## src/rtl/pixel_line_gen.sv

```systemverilog
// Line timing generator: walks pixel columns, inserts horizontal blanking,
// pulses newLine once per line and asks the frame counter (endFrame) whether
// to run another line or finish the frame. All outputs are registered.
module pixel_line_gen #(
    parameter int LINE_PIXELS = 32,
    parameter int HBLANK      = 4,
    parameter int COL_W       = 6,
    parameter int BLK_W       = 3
) (
    input  logic             clk,
    input  logic             rst_n,     // active-high async reset despite the name
    input  logic             enb,
    input  logic             start,
    input  logic             endFrame,
    output logic             newLine,
    output logic             pixValid,
    output logic [COL_W-1:0] col,
    output logic             busy,
    output logic             frameDone
);

    localparam logic [1:0] S_IDLE   = 2'd0;
    localparam logic [1:0] S_ACTIVE = 2'd1;
    localparam logic [1:0] S_HBLANK = 2'd2;
    localparam logic [1:0] S_CHECK  = 2'd3;

    localparam logic [COL_W-1:0] COL_LAST = COL_W'(LINE_PIXELS - 1);
    localparam logic [BLK_W-1:0] BLK_LAST = BLK_W'(HBLANK - 1);

    logic [1:0]       state, state_nx;
    logic [COL_W-1:0] col_nx;
    logic [BLK_W-1:0] blk, blk_nx;
    logic             done_nx;

    // Next-state and next-counter logic; enb low overrides everything.
    always_comb begin
        state_nx = state;
        col_nx   = col;
        blk_nx   = blk;
        done_nx  = 1'b0;
        if (!enb) begin
            state_nx = S_IDLE;
            col_nx   = '0;
            blk_nx   = '0;
        end else begin
            case (state)
                S_IDLE: begin
                    col_nx = '0;
                    blk_nx = '0;
                    if (start) state_nx = S_ACTIVE;
                end
                S_ACTIVE: begin
                    if (col == COL_LAST) begin
                        state_nx = S_HBLANK;
                        col_nx   = '0;
                        blk_nx   = '0;
                    end else begin
                        col_nx = col + COL_W'(1);
                    end
                end
                S_HBLANK: begin
                    if (blk == BLK_LAST) begin
                        state_nx = S_CHECK;
                        blk_nx   = '0;
                    end else begin
                        blk_nx = blk + BLK_W'(1);
                    end
                end
                default: begin // S_CHECK: endFrame is only meaningful here
                    col_nx = '0;
                    if (endFrame) begin
                        state_nx = S_IDLE;
                        done_nx  = 1'b1;
                    end else begin
                        state_nx = S_ACTIVE;
                    end
                end
            endcase
        end
    end

    // State, counters and Moore outputs registered from the next-state values.
    always_ff @(posedge clk or posedge rst_n) begin
        if (rst_n) begin
            state     <= S_IDLE;
            col       <= '0;
            blk       <= '0;
            pixValid  <= 1'b0;
            newLine   <= 1'b0;
            busy      <= 1'b0;
            frameDone <= 1'b0;
        end else begin
            state     <= state_nx;
            col       <= col_nx;
            blk       <= blk_nx;
            pixValid  <= (state_nx == S_ACTIVE);
            newLine   <= (state_nx == S_HBLANK) && (blk_nx == BLK_LAST);
            busy      <= (state_nx != S_IDLE);
            frameDone <= done_nx;
        end
    end

endmodule

```

## config.mk

```make
export PLATFORM = sky130hd
export DESIGN_NAME = pixel_line_gen
export DESIGN_NICKNAME = d
export VERILOG_FILES = /design/src/rtl/pixel_line_gen.sv
export SDC_FILE = /design/constraint.sdc
export NUM_CORES = 1
export LEC_CHECK = 0
export ABC_AREA = 1
export BUFFER_PORTS_ARGS = -buffer_cell sky130_fd_sc_hd__buf_2
export CAP_MARGIN = 0
export CORE_MARGIN = 5
export CORE_UTILIZATION = 47
export CTS_CLUSTER_SIZE = 40
export DETAILED_ROUTE_END_ITERATION = 7
export PLACE_DENSITY_LB_ADDON = 0.1
export RECOVER_POWER = 100
export REMOVE_ABC_BUFFERS = 1
export SKIP_CTS_REPAIR_TIMING = 1
export SYNTH_ARGS = -nofsm -noshare
export SYNTH_HDL_FRONTEND = slang
export SYNTH_SLANG_ARGS = --single-unit
export TNS_END_PERCENT = 20
```

## constraint.sdc

```tcl
create_clock -name clk -period 1.35 [get_ports clk]
set_input_delay 0.0675 -clock clk [delete_from_list [all_inputs] [get_ports clk]]
set_output_delay 0.0675 -clock clk [all_outputs]
set_load 0.05 [all_outputs]
```

==> results of run 1 <==
state kept, by name (all words and copies together), names as in the netlist:
name / flops
blk: 3
busy: 1
col: 6
frameDone: 1
newLine: 1
pixValid: 1
state: 2
placed cells by master, fill, tap and decap left out, drive strengths merged:
cell type	count
o21ai	3
xor2	2
dfrtp	15
nand3	10
a32o	1
o22ai	1
dlygate4sd3	1
xnor2	1
inv	15
nand2	22
buf	13
ha	2
or2	2
a21oi	2
o21a	1
nor2	10
o21bai	1
clkbuf	11
power breakdown:
| part | internal [mW] | switching (mW) | leakage (nW) |
|---|---|---|---|
| sequential | 0.458 | 0.00615 | 0.206 |
| combinational | 0.0340 | 0.0715 | 0.273 |
| clock | 0.115 | 0.133 | 0.0150 |
cell type report:
cell class | count | area (sq um) | share of cell area
sequential | 15 | 375 | 0.389
multi-input combinational | 58 | 367 | 0.380
timing repair buffer | 21 | 120 | 0.125
inverter | 15 | 56.3 | 0.0584
clock buffer | 4 | 26.3 | 0.0272
tap | 16 | 20.0 | 0.0208
per-layer routing:
| layer | share of wire | track usage | up-vias |
|---|---|---|---|
| met4 | 0.0062 | 0.0383 | 0 |
| met1 | 0.45 | 0.170 | 285 |
| met3 | 0.058 | 0.0533 | 2 |
| li1 | - | - | 327 |
| met2 | 0.48 | 0.201 | 13 |
| met5 | 0 | 0 | - |
worst register-to-register path, cell delays in order, from the launching register on:
cell	delay, ps
dfrtp_1	400
ha_4	170
nand3_4	90
o21bai_4	210
or2_4	160
nor2_2	30
nor2_1	100
nor2_2	40
kinds of logic after synthesis:
family	synth area share
simple gates	0.279
xor+xnor	0.0344
fa+ha+maj	0.0328
buf+inv	0.0738
compound gates	0.0885
flops	0.492
path summary, 6_finish.rpt:
check | start | end | cells past startpoint
max | col[1]$_DFFE_PP0P_ | col[3]$_DFFE_PP0P_ | 7
min | endFrame | frameDone$_DFF_PP0_ | 3
max reg2reg | col[1]$_DFFE_PP0P_ | col[3]$_DFFE_PP0P_ | 7
min reg2reg | blk[1]$_DFF_PP0_ | blk[1]$_DFF_PP0_ | 2
max in group asynchronous | rst_n | frameDone$_DFF_PP0_ | 3
min in group asynchronous | rst_n | state[1]$_DFF_PP0_ | 3
==> run metrics, run 1 <==
fmax approximately 0.77 GHz; Post-Syn Area roughly 760 sq um; count of warnings emitted by yosys 0; cell family with the largest share of critical-path delay simple AND/OR/NAND/NOR gates; largest net degree at the start of global routing 16; Post-DRT Antenna Nets 0; placement-stage cell area just under 900 sq um; max cap viols 0; Core ar. roughly 0.0015 sq mm; pre-CTS setup slack 37.7 ps; Post-Layout Cell Count approximately 130; Slew Limit Fails 0; Clock Latency Late Sink about 280 ps; IO Count 15; Die Y about 50 um; Setup Skew about 4.4 ps; ranking of synthesized cells by area dfrtp_1 (49%), nand2_1 (9.8%), inv_1 (5.9%); WP buf/inv 0; RSZ-0062 raised after global routing yes; Final Core Density 0.633; vias in the first global route just under 600; crit end category flip-flop; Final #Nets 121; ys flop type dfrtp_1; n_diodes 0; die width 50.3 um; CP max-delay cell dfrtp_1; Leak 0.493 nW; Max VDD drop 0.656 mV; TritonCTS Sinks 15; reg-to-reg slack, setup ~46 ps; first-pass GRT wire length about 2.6 mm; PortBufs 14; total wire length about 1.4 mm; Tightest Hold Check Type in2reg; FFs w/ async S/R, synth 1.00; Tmin final about 1300 ps; Avg Cell Area, Syn 8.67 sq um; Yosys reg bits 15; number of synthesized flops with an enable pin 0; H-tree Lvls 1; cell mode on critical path nor2_2; final hold slack roughly 64 ps; CP max stage delay approximately 400 ps; GRT overflow 0; DR iter-0 viols 4; Worst Setup Start Kind flip-flop; PwrDens ~850 mW/mm^2; list of most frequent post-synthesis cells nand2_1 (20), dfrtp_1 (15), inv_1 (12); TNS Setup 0 ps; average wire per standard cell around 11 um; CTS clk-pin slew, worst paths 80 ps; die area ~0.0025 sq mm; initial antenna violation count 0; CTS buffer count 3; vias approximately 630; CTS max path bufs 2; final worst setup slack 45.7 ps; max_slew headroom 0.603; Gate Count Post-Synth 88; Filler Cell Count roughly 130; Seq/Total Area, Yosys 0.492; crit path DAT 1480 ps; post-layout instance area 965 sq um; # DRC 0; GRT Util Overall 0.131; Yosys top cell area share 0.492; Routability Congestion approximately 0.85; Slew @ Worst Pin 599 ps; FP Rows 14; clock root buffer clkbuf_4; Initial Utilization 0.501; Synth area leader dfrtp_1; Vias/cell roughly 5; layout cell share with drive strength beyond 1 0.319; crit share post-route 0.966; placed cell count ~120; CTS tree done; Post-DP HPWL 1.08 mm; CP max FO 5; count leader, synth nand2_1; run status finished, final reports clean; Power Total about 0.82 mW; TritonRoute pass-1 iters 4; Layout area overhead 26.4%; WP data required about 1500 ps; Distinct cells, synth 21; Fin. Hold Viols 0; critical path class reg2reg; Final setup viols 0; crit path cell chain ha_4 -> nand3_4 -> o21bai_4 -> or2_4 -> nor2_2 -> nor2_1 -> nor2_2
(Power assumes the default switching activity.)
==> run 2: changes to the inputs <==
- ABC_AREA: 1 -> 0
==> run metrics, run 2 <==
run status complete, but fails checks; failing checks hold timing, setup timing; Leak 0.515 nW (+4.4%); Power Total 0.837 mW (+2.3%); Final setup viols 3 (+3); Yosys top cell area share 0.456 (-0.0359); PortBufs 14 (unchanged); max reg flops 6 (unchanged); TNS Setup -16.0 ps (-16.0 ps); n_diodes 0 (unchanged); list of most frequent post-synthesis cells dfrtp_1 (15), nand2_1 (7), a21oi_1 (4), nor2_1 (4), o21a_1 (4); r2r startpoint col[0]$_DFFE_PP0P_; hold endpoint busy$_DFF_PP0_; most frequent cells in the layout buf_4 (17), dfrtp_1 (15), nand2_1 (7); Core ar. 0.00169 sq mm (+11%); Largest regs col x6, blk x3, state x2; FFs w/ async S/R, synth 1.00 (unchanged); critical path class reg2reg; H-tree Lvls 1 (unchanged); Slew @ Worst Pin 595 ps (-3.52 ps); Vias/cell 5.71 (+17%); IO Count 15 (unchanged); clock root buffer clkbuf_4; max_slew headroom 0.605 (+0.00234); crit share post-route 1.01 (+0.0391); Post-Syn Area 823 sq um (+7.9%); Gate Count Post-Synth 82 (-6.8%); total wire length 1.78 mm (+23%); max cap viols 0 (unchanged); Tightest Hold Check Type in2reg; Setup Skew 14.1 ps (+9.74 ps); CTS buffer count 3 (unchanged); Yosys reg bits 15 (unchanged); Routability Congestion 0.842 (-1.3%); GRT overflow 0 (unchanged); ys flop type dfrtp_1; # DRC 0 (unchanged); final hold slack -3.64 ps (-67.5 ps); Post-DP HPWL 1.31 mm (+20%); DR iter-0 viols 16 (+12); vias 736 (+17%); Avg Cell Area, Syn 10.0 sq um (+16%); Worst Setup Start Kind flip-flop; Distinct cells, synth 37 (+76%); hold depth 2 (-1); CTS max path bufs 2 (unchanged); CTS clk-pin slew, worst paths 80 ps (about the same); FP Rows 15 (+1); crit end category flip-flop; Tmin final 1360 ps (+52.8 ps); Hold Startpoint endFrame; GRT Util Overall 0.162 (+0.0304); Synth area leader dfrtp_1; crit path DAT 1530 ps (+50 ps); Layout area overhead 28.0%; count leader, synth dfrtp_1; CTS tree done; vias in the first global route 693 (+17%); Multi-input gate area 417 sq um (+14%); WP data required 1530 ps (about the same); ranking of synthesized cells by area dfrtp_1 (46%), o21a_1 (3.6%), nand2_1 (3.2%); R2R cell count 4 (-3); TritonCTS Sinks 15 (unchanged); storage element area 375 sq um (unchanged); initial antenna violation count 0 (unchanged); reg-to-reg slack, setup -7 ps (-50 ps); die area 0.00269 sq mm (+6.3%); commonest non-fill, non-tap cell in the layout buf_4; RSZ-0062 raised after global routing yes; Filler Cell Count 150 (+17%); Seq/Total Area, Yosys 0.456 (-0.0359); Biggest register col; largest net degree at the start of global routing 16 (unchanged); Max VDD drop 0.792 mV (+21%); Initial Utilization 0.487 (-0.0134); average wire per standard cell 13.8 um (+23%); die width 51.9 um (+3.1%); FF-to-FF End pixValid$_DFF_PP0_; Final #Nets 120 (-0.83%); fmax 0.737 GHz (-3.9%); Slew Limit Fails 0 (unchanged); Post-DRT Antenna Nets 0 (unchanged); Fin. Hold Viols 1 (+1); count of warnings emitted by yosys 0 (unchanged); Clock Latency Late Sink 290 ps (about the same); PwrDens 794 mW/mm^2 (-6.3%); layout cell share with drive strength beyond 1 0.295 (-0.0239); final worst setup slack -7.19 ps (-52.8 ps); TritonRoute pass-1 iters 4 (unchanged); first-pass GRT wire length 3.11 mm (+19%); Final Core Density 0.624 (-0.00930); CP max FO 5 (unchanged); number of synthesized flops with an enable pin 0 (unchanged); Die Y 51.9 um (+3.1%)
run 2: cell types whose count changed in the layout (fill, tap and decap cells not counted), moves of 4 or more:
cell	before	now
nor2_2	4	0
nand2_1	20	7
buf_4	6	17
inv_1	13	3
run 2: critical path, stage by stage (launching register included):
cell and delay [ps]:
dfrtp_1 400, ha_4 190, nand4_4 130, o311a_1 350, o21a_1 190
run 2: how the worst max path moves through the flow:
stage	slack [ps]	endpoint	start
2_1_floorplan	-480	newLine$_DFF_PP0_	col[0]$_DFFE_PP0P_
3_3_place_gp	-60	newLine$_DFF_PP0_	col[0]$_DFFE_PP0P_
3_5_place_dp	-80	newLine$_DFF_PP0_	col[1]$_DFFE_PP0P_
4_1_cts	-80	newLine$_DFF_PP0_	col[1]$_DFFE_PP0P_
5_1_grt	-80	state[0]$_DFF_PP0_	col[0]$_DFFE_PP0P_
6_report	-7	pixValid$_DFF_PP0_	col[0]$_DFFE_PP0P_
run 2: metal layers:
| layer | track usage | vias to the layer above | wire [um] |
|---|---|---|---|
| met4 | 0.105 | 0 | 51 |
| met1 | 0.204 | 354 | 834 |
| met2 | 0.247 | 13 | 829 |
| li1 | - | 364 | - |
| met5 | 0 | - | 0 |
| met3 | 0.0344 | 5 | 64 |
run 2: area by class of cell:
| cell class | count | share of cell area |
|---|---|---|
| multi-input cells | 58 | 0.395 |
| flip-flops and latches | 15 | 0.356 |
| inverters | 3 | 0.0107 |
| well taps | 17 | 0.0202 |
| repair buffers | 32 | 0.192 |
| clock buffers | 4 | 0.0249 |
run 2: through the flow:
step	cells	setup slack, ps	instance area [sq um]
2_1_floorplan	76	-475	790
3_3_place_gp	124	-59.4	1010
3_5_place_dp	124	-78.9	1010
4_1_cts	128	-76.7	1030
5_1_grt	129	-84.2	1050
6_report	129	-7.19	1050
run 2: power by group:
| group | total, mW | internal [mW] | switching, mW |
|---|---|---|---|
| Combinational | 0.112 | 0.0391 | 0.0728 |
| Clock | 0.262 | 0.115 | 0.147 |
| Sequential | 0.463 | 0.458 | 0.00521 |
| Total | 0.837 | 0.612 | 0.225 |
run 2: cell families after synthesis:
group	after synthesis	share of synthesized area
AO/OA/AOI/OAI	23	0.211
adder cells (fa/ha/maj)	2	0.0304
AND/OR/NAND/NOR	32	0.237
flip-flops	15	0.456
XOR/XNOR	1	0.0106
buffers and inverters	9	0.0547
==> run 3: changes to the inputs <==
- CORE_UTILIZATION: 47 -> 50
- REMOVE_ABC_BUFFERS: 1 -> default
- clock period: 1.35 -> 1.3 ns (I/O delays scaled with it)
==> run metrics, run 3 (synthesis gave the netlist of run 2 again) <==
Layout area overhead 24.9%; crit share post-route 1.01 (+0.00850); Biggest register col; CTS max path bufs 2 (unchanged); post-layout instance area 0.00103 sq mm (-2.4%); layout cell share with drive strength beyond 1 0.294 (-0.00106); TritonCTS Sinks 15 (unchanged); # DRC 0 (unchanged); CTS clk-pin slew, worst paths 80 ps (about the same); crit end category flip-flop; syn_nets 89; final worst setup slack -18.0 ps (-10.8 ps); Initial Utilization 0.534 (+0.0467); PwrDens 829 mW/mm^2 (+4.3%); Tmin final 1320 ps (-39.2 ps); Worst Setup Start Kind flip-flop; n_diodes 0 (unchanged); fmax 0.759 GHz (+3.0%); Die Y 50.6 um (-2.5%); max reg flops 6 (unchanged); Fin. Hold Viols 0 (-1); FP Rows 14 (-1); pre-CTS setup slack -36.7 ps (+42.2 ps); first-pass GRT wire length 2.91 mm (-6.2%); commonest non-fill, non-tap cell in the layout dfrtp_1; CP max FO 5 (unchanged); PortBufs 14 (unchanged); Core ar. 0.00154 sq mm (-8.7%); largest net degree at the start of global routing 16 (unchanged); GRT Util Overall 0.147 (-0.0146); TritonRoute pass-1 iters 4 (unchanged); Max VDD drop 0.719 mV (-9.2%); r2r startpoint col[1]$_DFFE_PP0P_; GRT overflow 0 (unchanged); Post-Layout Cell Count 125 (-3.1%); DR iter-0 viols 24 (+8); Final #Nets 117 (-2.5%); IO Count 15 (unchanged); total wire length 1.83 mm (+2.5%); failing checks setup timing; placed cell count 119 (-4.0%); Clock Latency Late Sink 270 ps (-20 ps); Slew Limit Fails 0 (unchanged); Leak 0.482 nW (-6.4%); Hold Startpoint enb; average wire per standard cell 14.6 um (+5.8%); Setup Skew 0.716 ps (-13.4 ps); crit path DAT 1490 ps (-40 ps); vias 735 (-0.14%); run status complete, but fails checks; placement-stage cell area 995 sq um (-1.4%); initial antenna violation count 0 (unchanged); Final Core Density 0.667 (+0.0435); vias in the first global route 679 (-2.0%); max_slew headroom 0.597 (-0.00792); Final setup viols 1 (-2); Tightest Hold Check Type in2reg; H-tree Lvls 1 (unchanged); WP data required 1470 ps (-60 ps); CTS buffer count 3 (unchanged); max cap viols 0 (unchanged); RSZ-0062 raised after global routing yes; Slew @ Worst Pin 607 ps (+11.9 ps); Routability Congestion 0.843 (about the same); Vias/cell 5.88 (+3.1%); CTS tree done; die area 0.00256 sq mm (-4.9%); most frequent cells in the layout dfrtp_1 (11), buf_4 (10), nand2_1 (7), clkbuf_1 (7), clkbuf_2 (6); critical path class reg2reg; Post-DRT Antenna Nets 0 (unchanged); Critical Path Source col[1]$_DFFE_PP0P_; Post-DP HPWL 1.32 mm (+1.1%); Largest regs col x6, blk x3, state x2; Power Total 0.852 mW (+1.9%); clock root buffer clkbuf_4; die width 50.6 um (-2.5%)
run 3: path summary, 6_finish.rpt:
kind,endpoint,slack [ps],cells past startpoint
setup / recovery,newLine$_DFF_PP0_,-20,4
hold / removal,state[0]$_DFF_PP0_,120,2
setup reg to reg,newLine$_DFF_PP0_,-20,4
hold reg to reg,blk[0]$_DFF_PP0_,580,2
max in group asynchronous,col[0]$_DFFE_PP0P_,490,3
min in group asynchronous,pixValid$_DFF_PP0_,390,3
run 3: metal layers:
layer | part of all wire | global-route usage | wire length (um)
met4 | 0.0027 | 0.0723 | 5
met1 | 0.44 | 0.170 | 797
met5 | 0 | 0 | 0
met2 | 0.52 | 0.250 | 947
met3 | 0.041 | 0.0355 | 75
run 3: metrics by stage:
| stage | hold WS, ps | TNS, ps |
|---|---|---|
| floorplan | -33.8 | -1070 |
| global placement | 139 | -8.65 |
| detailed placement | 150 | -59.6 |
| CTS | -165 | -78.1 |
| global route | 112 | -202 |
| finish | 124 | -18.0 |
run 3: worst max-delay path, cell delays in order, from the launching register on:
cell	delay, ps
dfrtp_2	400
ha_4	170
nand4_4	100
o31a_1	280
o221a_2	270
run 3: report_power, final:
group | total, mW | switching (mW) | internal [mW]
Clock | 0.257 | 0.138 | 0.119
Sequential | 0.484 | 0.00795 | 0.476
Combinational | 0.112 | 0.0739 | 0.0379
run 3: cell type report:
class,instances,area [sq um]
Tap cell,16,20.0
Clock buffer,4,26.3
Inverter,3,11.3
Fill cell,122,513
Sequential cell,15,380
Multi-Input combinational cell,58,418
Timing Repair Buffer,29,173
